$ cat config.mk
export PLATFORM = sky130hd
export DESIGN_NAME = muldiv_unit
export DESIGN_NICKNAME = d
export VERILOG_FILES = /design/src/rtl/muldiv_unit.sv
export SDC_FILE = /design/constraint.sdc
export NUM_CORES = 1
export LEC_CHECK = 0
export CAP_MARGIN = 20
export CELL_PAD_IN_SITES_DETAIL_PLACEMENT = 1
export CELL_PAD_IN_SITES_GLOBAL_PLACEMENT = 1
export CORE_UTILIZATION = 35
export DETAILED_ROUTE_END_ITERATION = 10
export PLACE_DENSITY_LB_ADDON = 0.3
export SLEW_MARGIN = 20
export SYNTH_ARGS = -nofsm -noshare
export SYNTH_HDL_FRONTEND = slang
export SYNTH_SLANG_ARGS = --single-unit
export TNS_END_PERCENT = 5
$ cat constraint.sdc
create_clock -name clk -period 5.3 [get_ports clk]
set_input_delay 1.06 -clock clk [delete_from_list [all_inputs] [get_ports clk]]
set_output_delay 1.06 -clock clk [all_outputs]
set_load 0.01 [all_outputs]
$ cat src/rtl/muldiv_unit.sv
// -----------------------------------------------------------------------------
// muldiv_unit
//   Iterative radix-2 multiply/divide unit that owns the HI/LO register pair.
//   It handles MULT, MULTU, DIV and DIVU and takes MTHI/MTLO writes. Each
//   operation takes 32 iteration cycles plus one sign-fix cycle. The pipeline
//   stalls while busy is high.
//
// Ports
//   clk    in   rising-edge clock
//   clr_n  in   asynchronous active-low reset
//   start  in   launch an operation (sampled only when idle)
//   op     in   2'b00 MULT, 2'b01 MULTU, 2'b10 DIV, 2'b11 DIVU
//   a      in   dividend / multiplicand (regfile port a)
//   b      in   divisor / multiplier (regfile port b)
//   mthi   in   write wdata to HI (idle, no start)
//   mtlo   in   write wdata to LO (idle, no start)
//   wdata  in   data for MTHI/MTLO
//   busy   out  operation in progress
//   done   out  one-cycle pulse after HI/LO were updated by an operation
//   dz     out  divide-by-zero flag, held until the next accepted start
//   hi     out  HI register
//   lo     out  LO register
// -----------------------------------------------------------------------------
module muldiv_unit #(
  parameter int WIDTH = 32,
  parameter int CNT_W = 5
) (
  input  logic             clk,
  input  logic             clr_n,
  input  logic             start,
  input  logic [1:0]       op,
  input  logic [WIDTH-1:0] a,
  input  logic [WIDTH-1:0] b,
  input  logic             mthi,
  input  logic             mtlo,
  input  logic [WIDTH-1:0] wdata,
  output logic             busy,
  output logic             done,
  output logic             dz,
  output logic [WIDTH-1:0] hi,
  output logic [WIDTH-1:0] lo
);

  localparam int ACC_W = 2 * WIDTH + 1;

  typedef enum logic [1:0] {
    IDLE = 2'd0,
    CALC = 2'd1,
    FIX  = 2'd2
  } state_t;

  state_t             state_q, state_d;
  logic [CNT_W-1:0]   cnt_q;
  logic [ACC_W-1:0]   acc_q;
  logic [WIDTH-1:0]   opnd_q;   // multiplicand magnitude, or divisor magnitude
  logic [WIDTH-1:0]   a_raw_q;  // raw dividend, returned in HI on divide by zero
  logic               is_div_q;
  logic               neg_q_q;  // negate product / quotient
  logic               neg_r_q;  // negate remainder
  logic [WIDTH-1:0]   hi_q, lo_q;
  logic               done_q, dz_q;

  // The op encoding: bit 1 selects divide, bit 0 selects unsigned.
  logic is_div, is_signed;
  assign is_div    = op[1];
  assign is_signed = ~op[0];

  logic accept;
  assign accept = (state_q == IDLE) && start;

  // ---------------------------------------------------------------------------
  // Control FSM
  // ---------------------------------------------------------------------------
  // NOTE: all state is updated with non-blocking assignments in always_ff.
  // Blocking assignments would let one register's new value leak into another
  // register's update in the same cycle.
  always_ff @(posedge clk or negedge clr_n) begin
    if (!clr_n) state_q <= IDLE;
    else        state_q <= state_d;
  end

  // NOTE: state_d gets a default before the case. Without it, any path that
  // does not assign state_d would infer a latch.
  always_comb begin
    state_d = state_q;
    case (state_q)
      IDLE:    if (start) state_d = CALC;
      CALC:    if (cnt_q == CNT_W'(WIDTH - 1)) state_d = FIX;
      FIX:     state_d = IDLE;
      default: state_d = IDLE;
    endcase
  end

  assign busy = (state_q != IDLE);

  // ---------------------------------------------------------------------------
  // Operand setup at launch
  // ---------------------------------------------------------------------------
  logic [WIDTH-1:0] mag_a, mag_b;
  logic [ACC_W-1:0] acc_init;
  logic [WIDTH-1:0] opnd_init;

  always_comb begin
    mag_a     = (is_signed && a[WIDTH-1]) ? -a : a;
    mag_b     = (is_signed && b[WIDTH-1]) ? -b : b;
    acc_init  = '0;
    opnd_init = '0;
    if (is_div) begin
      // Remainder/quotient register starts with the dividend in the low half.
      acc_init[WIDTH-1:0] = mag_a;
      opnd_init           = mag_b;
    end else begin
      // Multiplier sits in the low half and is shifted out LSB first.
      acc_init[WIDTH-1:0] = mag_b;
      opnd_init           = mag_a;
    end
  end

  // ---------------------------------------------------------------------------
  // One iteration step
  // ---------------------------------------------------------------------------
  logic [WIDTH:0]   mul_sum;
  logic [ACC_W-1:0] mul_next;
  logic [ACC_W-1:0] div_shift;
  logic [WIDTH+1:0] div_diff;
  logic [ACC_W-1:0] div_next;

  always_comb begin
    // Shift-add: add the multiplicand into the upper half when the current
    // multiplier bit is set, then shift the accumulator right by one.
    mul_sum  = {1'b0, acc_q[2*WIDTH-1:WIDTH]} +
               (acc_q[0] ? {1'b0, opnd_q} : {(WIDTH + 1){1'b0}});
    mul_next = {1'b0, mul_sum, acc_q[WIDTH-1:1]};

    // Restoring divide: shift left, try to subtract the divisor from the
    // partial remainder, and keep the difference only if it did not go
    // negative. The quotient bit enters at the LSB.
    div_shift = {acc_q[2*WIDTH-1:0], 1'b0};
    div_diff  = {1'b0, div_shift[2*WIDTH:WIDTH]} - {2'b00, opnd_q};
    if (!div_diff[WIDTH+1])
      div_next = {div_diff[WIDTH:0], div_shift[WIDTH-1:1], 1'b1};
    else
      div_next = div_shift;
  end

  // The top accumulator bit only carries the transient borrow headroom.
  // The next iteration does not read it.
  logic unused_acc_msb;
  assign unused_acc_msb = acc_q[ACC_W-1];

  // ---------------------------------------------------------------------------
  // Result sign correction (evaluated while in FIX)
  // ---------------------------------------------------------------------------
  logic [2*WIDTH-1:0] prod, prod_fix;
  logic [WIDTH-1:0]   quot_fix, rem_fix;
  logic [WIDTH-1:0]   res_hi, res_lo;

  always_comb begin
    prod     = acc_q[2*WIDTH-1:0];
    prod_fix = neg_q_q ? -prod : prod;
    quot_fix = neg_q_q ? -acc_q[WIDTH-1:0] : acc_q[WIDTH-1:0];
    rem_fix  = neg_r_q ? -acc_q[2*WIDTH-1:WIDTH] : acc_q[2*WIDTH-1:WIDTH];
    if (!is_div_q) begin
      res_hi = prod_fix[2*WIDTH-1:WIDTH];
      res_lo = prod_fix[WIDTH-1:0];
    end else if (dz_q) begin
      // On divide by zero, LO is all ones and HI holds the untouched dividend.
      res_hi = a_raw_q;
      res_lo = '1;
    end else begin
      res_hi = rem_fix;
      res_lo = quot_fix;
    end
  end

  // ---------------------------------------------------------------------------
  // Datapath registers
  // ---------------------------------------------------------------------------
  // NOTE: every register here is a flop and has an explicit reset value, so
  // a reset mid-operation leaves a clean, known state. There are no memory
  // arrays that would need to stay out of reset.
  always_ff @(posedge clk or negedge clr_n) begin
    if (!clr_n) begin
      cnt_q    <= '0;
      acc_q    <= '0;
      opnd_q   <= '0;
      a_raw_q  <= '0;
      is_div_q <= 1'b0;
      neg_q_q  <= 1'b0;
      neg_r_q  <= 1'b0;
      dz_q     <= 1'b0;
    end else if (accept) begin
      cnt_q    <= '0;
      acc_q    <= acc_init;
      opnd_q   <= opnd_init;
      a_raw_q  <= a;
      is_div_q <= is_div;
      neg_q_q  <= is_signed & (a[WIDTH-1] ^ b[WIDTH-1]);
      neg_r_q  <= is_signed & is_div & a[WIDTH-1];
      dz_q     <= is_div & (b == '0);
    end else if (state_q == CALC) begin
      cnt_q <= cnt_q + CNT_W'(1);
      acc_q <= is_div_q ? div_next : mul_next;
    end
  end

  // HI/LO load the result on leaving FIX. Otherwise they take MTHI/MTLO
  // writes, but only when idle and no start competes in the same cycle.
  always_ff @(posedge clk or negedge clr_n) begin
    if (!clr_n) begin
      hi_q   <= '0;
      lo_q   <= '0;
      done_q <= 1'b0;
    end else begin
      done_q <= (state_q == FIX);
      if (state_q == FIX) begin
        hi_q <= res_hi;
        lo_q <= res_lo;
      end else if (state_q == IDLE && !start) begin
        if (mthi) hi_q <= wdata;
        if (mtlo) lo_q <= wdata;
      end
    end
  end

  assign done = done_q;
  assign dz   = dz_q;
  assign hi   = hi_q;
  assign lo   = lo_q;

endmodule

==> flow_summary.toml <==
[power_and_ir_drop]
cellLeakagePower_nw = 8.120
vdd_drop_max_mv = 0.2496
p_per_area_nw_per_um2 = 708.8

[drt]
drtPass1Iterations = 8
wire_per_inst_um = 25.30
vias = 17610
finalWirelength_um = 74010
drt-initial-drc-count = 1795
drtAntennaViolNets = 0
vias_per_cell = 6.021
drc = 4

[synth]
synth_seq_cells = 204
synth_top_flop_cell = "dfrtp_1"
syn-num-nets = 2390
ys_types = 82
synth_area_per_cell_um2 = 7.634
synth-seq-area-share_pct = 30.19
yosysWarnings = 0
syn_area_um2 = 16910
synthCells = 2215
synth-edff-count = 0
synthArstFlopShare_pct = 100.0

[critical_path]
setup.worst_path.class = "register to register"
r2r_end = "acc_q[63]$_DFFE_PN0P_"
worst_setup_path_start_kind = "register"
ff2ff_path_depth = 12
required_ps = 5790
cp.arrival_ps = 4560
r2r-start = "acc_q[32]$_DFFE_PN0P_"
end_kind = "register"
ff2ff_setup_slack_ps = 1230
worstPathMaxFanout = 11

[cts]
worstSkewPairLatency_ps = 570
cts_hold_buf = 0
cts-root-buf = "clkbuf_16"
clockBufferDepth = 3
cts.sinks = 204
numCtsBuffers = 25
post_cts.repair.setup_buffers = 0
h-tree-depth = 1
path_clk_slew_ps = 70
cts_tree = "done"
cts_resized = 0

[die]
ioPinCount = 170
die-area_um2 = 49190
die_width_um = 221.8
start_util_pct = 35.49
core_area_um2 = 47650
dieHeight_um = 221.8
rows = 80

[status]
violations = "DRC"
status = "finished with violations"

[worst_hold_path]
min-delay-start = "lo[14]$_DFFE_PN0P_"
min_to = "lo[14]$_DFFE_PN0P_"
hp-class = "register to register"
holdPathStages = 2

[global_routing]
gr-total-overflow = 0
grt_max_degree = 98
grt_pass1_vias = 17320
track_usage_pct = 29.46
grt_pass1_wl_um = 111200
antenna_found_initial = 0

[placed_design]
place_ws_ps = 1071
port_buffers = 169
place_congestion = 0.9521
place_hpwl_um = 56920

[sta]
worst_pin_slew_ps = 1037
min_period_ps = 4069
tns_ps = 0
drv_slew = 0
hold_viol = 0
setup_viol = 0
setup_ws_ps = 1231
fmax_ghz = 0.2457
slew_headroom_pct = 29.09
rsz0062_at_grt = "false"
final.setup_skew_ps = 28.80
fin_crit_sh_pct = 76.78

[flow_run]
drv_cap = 0

[final_layout]
synthToLayoutAreaGrowth_pct = 17.82
final_nets = 2469
fillCellCount = 5819
drive_gt1_share_pct = 5.370
-- cell families (layout without fill, tap and decap cells) --
family / Yosys count / after routing / share of synthesized area [%]
AOI/OAI and AO/OA: 736 / 736 / 26.51
xor gates and xnor gates: 187 / 187 / 9.686
adders and majority gates: 72 / 72 / 5.417
buffers and inverters: 213 / 307 / 4.832
DFF: 204 / 204 / 30.19
muxes: 49 / 49 / 2.967
other: 0 / 1 / 0
and+or+nand+nor: 754 / 754 / 20.40
-- per-stage QoR --
stage	cells	total power, W	util, %	hold WS, ps	area (µm²)
finish	2925	0.01412	41.81	478.8	19920
CTS	2924	0.01399	41.80	484.1	19920
global route	2924	0.01506	41.81	498.5	19920
detailed placement	2882	0.01221	40.12	469.5	19110
floorplan	2215	0.008903	-	440.3	16910
global placement	2882	0.01196	40.11	463.5	19110
-- Yosys cell counts (all sizes together), types with 13 or more instances --
| cell | number | area, µm² |
|---|---|---|
| nand2 | 331 | 1242 |
| o21ai | 250 | 1255 |
| dfrtp | 204 | 5105 |
| a21oi | 202 | 1011 |
| nor2 | 202 | 760.7 |
| clkbuf | 122 | 459.2 |
| xnor2 | 115 | 1007 |
| xor2 | 72 | 630.6 |
| ha | 70 | 875.8 |
| inv | 61 | 229.0 |
| o22ai | 48 | 300.3 |
| mux2i | 40 | 400.4 |
| o31ai | 36 | 297.8 |
| nand3 | 35 | 175.2 |
| nor3 | 29 | 150.1 |
| buf | 28 | 121.4 |
| a22oi | 24 | 180.2 |
| a21o | 23 | 172.7 |
| or3 | 22 | 147.6 |
| nand2b | 21 | 131.4 |
| o211ai | 21 | 157.7 |
| or4 | 20 | 161.4 |
| a211oi | 18 | 135.1 |
| o41ai | 15 | 138.9 |
| and3 | 14 | 87.58 |
| nand4 | 14 | 87.58 |
| or2 | 14 | 90.09 |
| a31oi | 13 | 81.33 |
| nor2b | 13 | 81.33 |
-- final cells by class --
class	instances	area [µm²]	area share (%)
well taps	615	769.5	3.863
flip-flops and latches	204	5110	25.65
inverters	63	236.5	1.187
multi-input cells	1798	11020	55.33
clock inverters	8	83.83	0.4208
repair buffers	202	1978	9.930
clock buffers	34	719.4	3.611
diodes	1	2.502	0.01256
-- layer usage --
| layer | global-route usage, % | up-vias | wire (µm) |
|---|---|---|---|
| li1 | - | 8060 | - |
| met1 | 43.31 | 8813 | 34800 |
| met2 | 45.03 | 625 | 32370 |
| met3 | 3.684 | 113 | 4756 |
| met4 | 8.221 | 0 | 2086 |
| met5 | 0 | - | 0 |
-- worst max-delay path, cell delays in order (launching register included) --
cell and delay [ps]:
dfrtp_1 660, ha_1 290, inv_1 70, fa_1 380
nand2b_1 210, a21oi_1 280, o2111ai_1 230, o21ai_1 420
a31oi_1 280, o31ai_1 490, nand2b_1 120, a2111o_1 420
o21ai_0 150
-- flip-flops by register name, indices dropped and copies added, names as in the netlist, 2 cells and up --
name / flops
opnd_q: 32
state_q: 2
cnt_q: 5
a_raw_q: 32
acc_q: 64
hi: 32
lo: 32
-- placed cells by master (no fill, tap or decap), types with 9 or more instances in the layout --
| cell | instances |
|---|---|
| or2_2 | 9 |
| o211ai_1 | 21 |
| a22oi_1 | 24 |
| nand2b_1 | 21 |
| nor2b_1 | 13 |
| nor2_1 | 198 |
| a31oi_1 | 12 |
| o21ai_0 | 231 |
| a21o_1 | 23 |
| o21a_1 | 9 |
| a221oi_1 | 9 |
| mux2_2 | 9 |
| a21oi_1 | 202 |
| o41ai_1 | 14 |
| ha_1 | 70 |
| o22ai_1 | 48 |
| clkdlybuf4s50_1 | 167 |
| inv_1 | 61 |
| xnor2_1 | 115 |
| nand2_1 | 330 |
| mux2i_1 | 40 |
| o31ai_1 | 34 |
| or4_1 | 17 |
| o21ai_1 | 18 |
| and2_1 | 12 |
| xor2_1 | 72 |
| and3_1 | 14 |
| a211oi_1 | 18 |
| or3_1 | 20 |
| nor3_1 | 28 |
| clkbuf_16 | 25 |
| dfrtp_1 | 202 |
| nand3_1 | 35 |
| nand4_1 | 14 |
| buf_4 | 31 |
-- power by group --
group	total [W]	internal [W]	switching, W
clock	0.00173	0.000997	0.000736
sequential	0.00358	0.00232	0.00126
combinational	0.00881	0.00358	0.00524
-- worst max-delay path by stage --
stage                          start                     end  slack [ps]  cells after the start
2_1_floorplan                   b[1]  opnd_q[27]$_DFFE_PN0P_        1910                      9
3_3_place_gp                    b[0]  opnd_q[27]$_DFFE_PN0P_        1170                     10
3_5_place_dp                    b[0]   acc_q[30]$_DFFE_PN0P_        1070                     11
4_1_cts         acc_q[0]$_DFFE_PN0P_   acc_q[60]$_DFFE_PN0P_        1300                     13
5_1_grt         acc_q[0]$_DFFE_PN0P_   acc_q[60]$_DFFE_PN0P_         960                     13
6_report       acc_q[32]$_DFFE_PN0P_   acc_q[63]$_DFFE_PN0P_        1230                     12
(Power assumes the default switching activity.)
==> variant (config.mk and constraints unchanged) <==
Remove the register `done_q`: a continuous assignment takes its place, so the output `done` follows one clock earlier.
--- a/src/rtl/muldiv_unit.sv
+++ b/src/rtl/muldiv_unit.sv
@@ -211,7 +211,5 @@
       hi_q   <= '0;
       lo_q   <= '0;
-      done_q <= 1'b0;
     end else begin
-      done_q <= (state_q == FIX);
       if (state_q == FIX) begin
         hi_q <= res_hi;
@@ -224,4 +222,6 @@
   end
 
+  assign done_q = (state_q == FIX);
+
   assign done = done_q;
   assign dz   = dz_q;
Function: same outputs for any inputs over 4 cycles, from zero or initial values; that may be too few to reach the edited logic, so the function may still have changed.
==> variant against the unedited design <==
Cell area grew 0.28%. Routed wire length down 0.93%. Sequential cell count down 1. Total power increased by 0.66%. Area after synthesis fell by 0.15%. Setup slack lost 0.030 ns. Combinational power barely moved. Clock power grew 6%. Maximum frequency is 0.74% lower. Critical endpoint is now acc_q[58]. Highest routed layer unchanged.
==> variant: results (changes against the unedited design) <==
Placement Setup Slack: 1.118 ns (+0.04729 ns)
Worst voltage drop across the vdd grid: 250.8 uV (+0.48%)
Worst Hold Margin: 0.4793 ns (+0.0004720 ns)
Max FO, Critical Path: 26 (+15)
Global-route total usage across every layer: 0.2951 (+0.0005209)
Met2 WL post-DR: 31810 um (-1.7%)
Vias per cell: 5.997 (-0.40%)
Number of cells traversed by the worst register-to-register path: 11 (-1)
DRT met1 WL: 33950 um (-2.4%)
Run status: finished, final reports clean
Net Count, Synth: 2389 (-0.042%)
N_diodes: 0 (-1)
Start point of the worst min-delay path: lo[28]
Sequential-to-total area share from yosys stat: 0.3009 (-0.001035)
Wire length on met3: 5212 um (+9.6%)
Number of cells after detailed placement: 2886 (+0.14%)
Global-route wire length before repair: 112200 um (+0.91%)
Capture point of the worst reg-to-reg path: acc_q[58]
GRT met1 Usage: 0.4184 (-0.01473)
Reported net switching power: 7.215 mW (-0.16%)
Top cells by area, synth: sky130_fd_sc_hd__dfrtp_1, sky130_fd_sc_hd__nand2_1, sky130_fd_sc_hd__o21ai_0, sky130_fd_sc_hd__a21oi_1, sky130_fd_sc_hd__xnor2_1
Drt initial violations: 1388 (-23%)
Startpoint of the worst-slack reg-to-reg timing path: opnd_q[20]
Pin count of the biggest net entering global routing: 101 (+3.1%)
Max-slew headroom: 0.2638 (-0.02712)
Number of detailed-routing iterations run before antenna repair: 5 (-3)
Global routing usage on met3: 0.05447 (+0.01763)
-- variant: cell types whose count changed after synthesis --
cell and change:
sky130_fd_sc_hd__dfrtp_1 -1
-- variant: cell type report --
class	count	area [um2]
fillers	5849	27670
multi-input cells	1798	11020
flip-flops and latches	203	5087
repair buffers	207	2003
well taps	615	769.5
clock buffers	32	681.9
inverters	63	236.5
clock inverters	13	176.4
-- variant: power by group through the flow --
stage               clock (mW)  combinational [mW]  sequential, mW
floorplan                    0                5.95            2.94
global placement             0                8.40            3.53
detailed placement           0                8.62            3.57
CTS                       1.86                8.68            3.54
global route              1.92                9.60            3.67
finish                    1.84                8.78            3.59
-- variant: cells by family after synthesis --
family | after synthesis | share of synthesized area
AND/OR/NAND/NOR | 754 | 0.2043
AO/OA/AOI/OAI | 736 | 0.2655
buffers and inverters | 213 | 0.04839
flip-flops | 203 | 0.3009
XOR/XNOR | 187 | 0.09701
adder cells (fa/ha/maj) | 72 | 0.05425
multiplexers | 49 | 0.02972
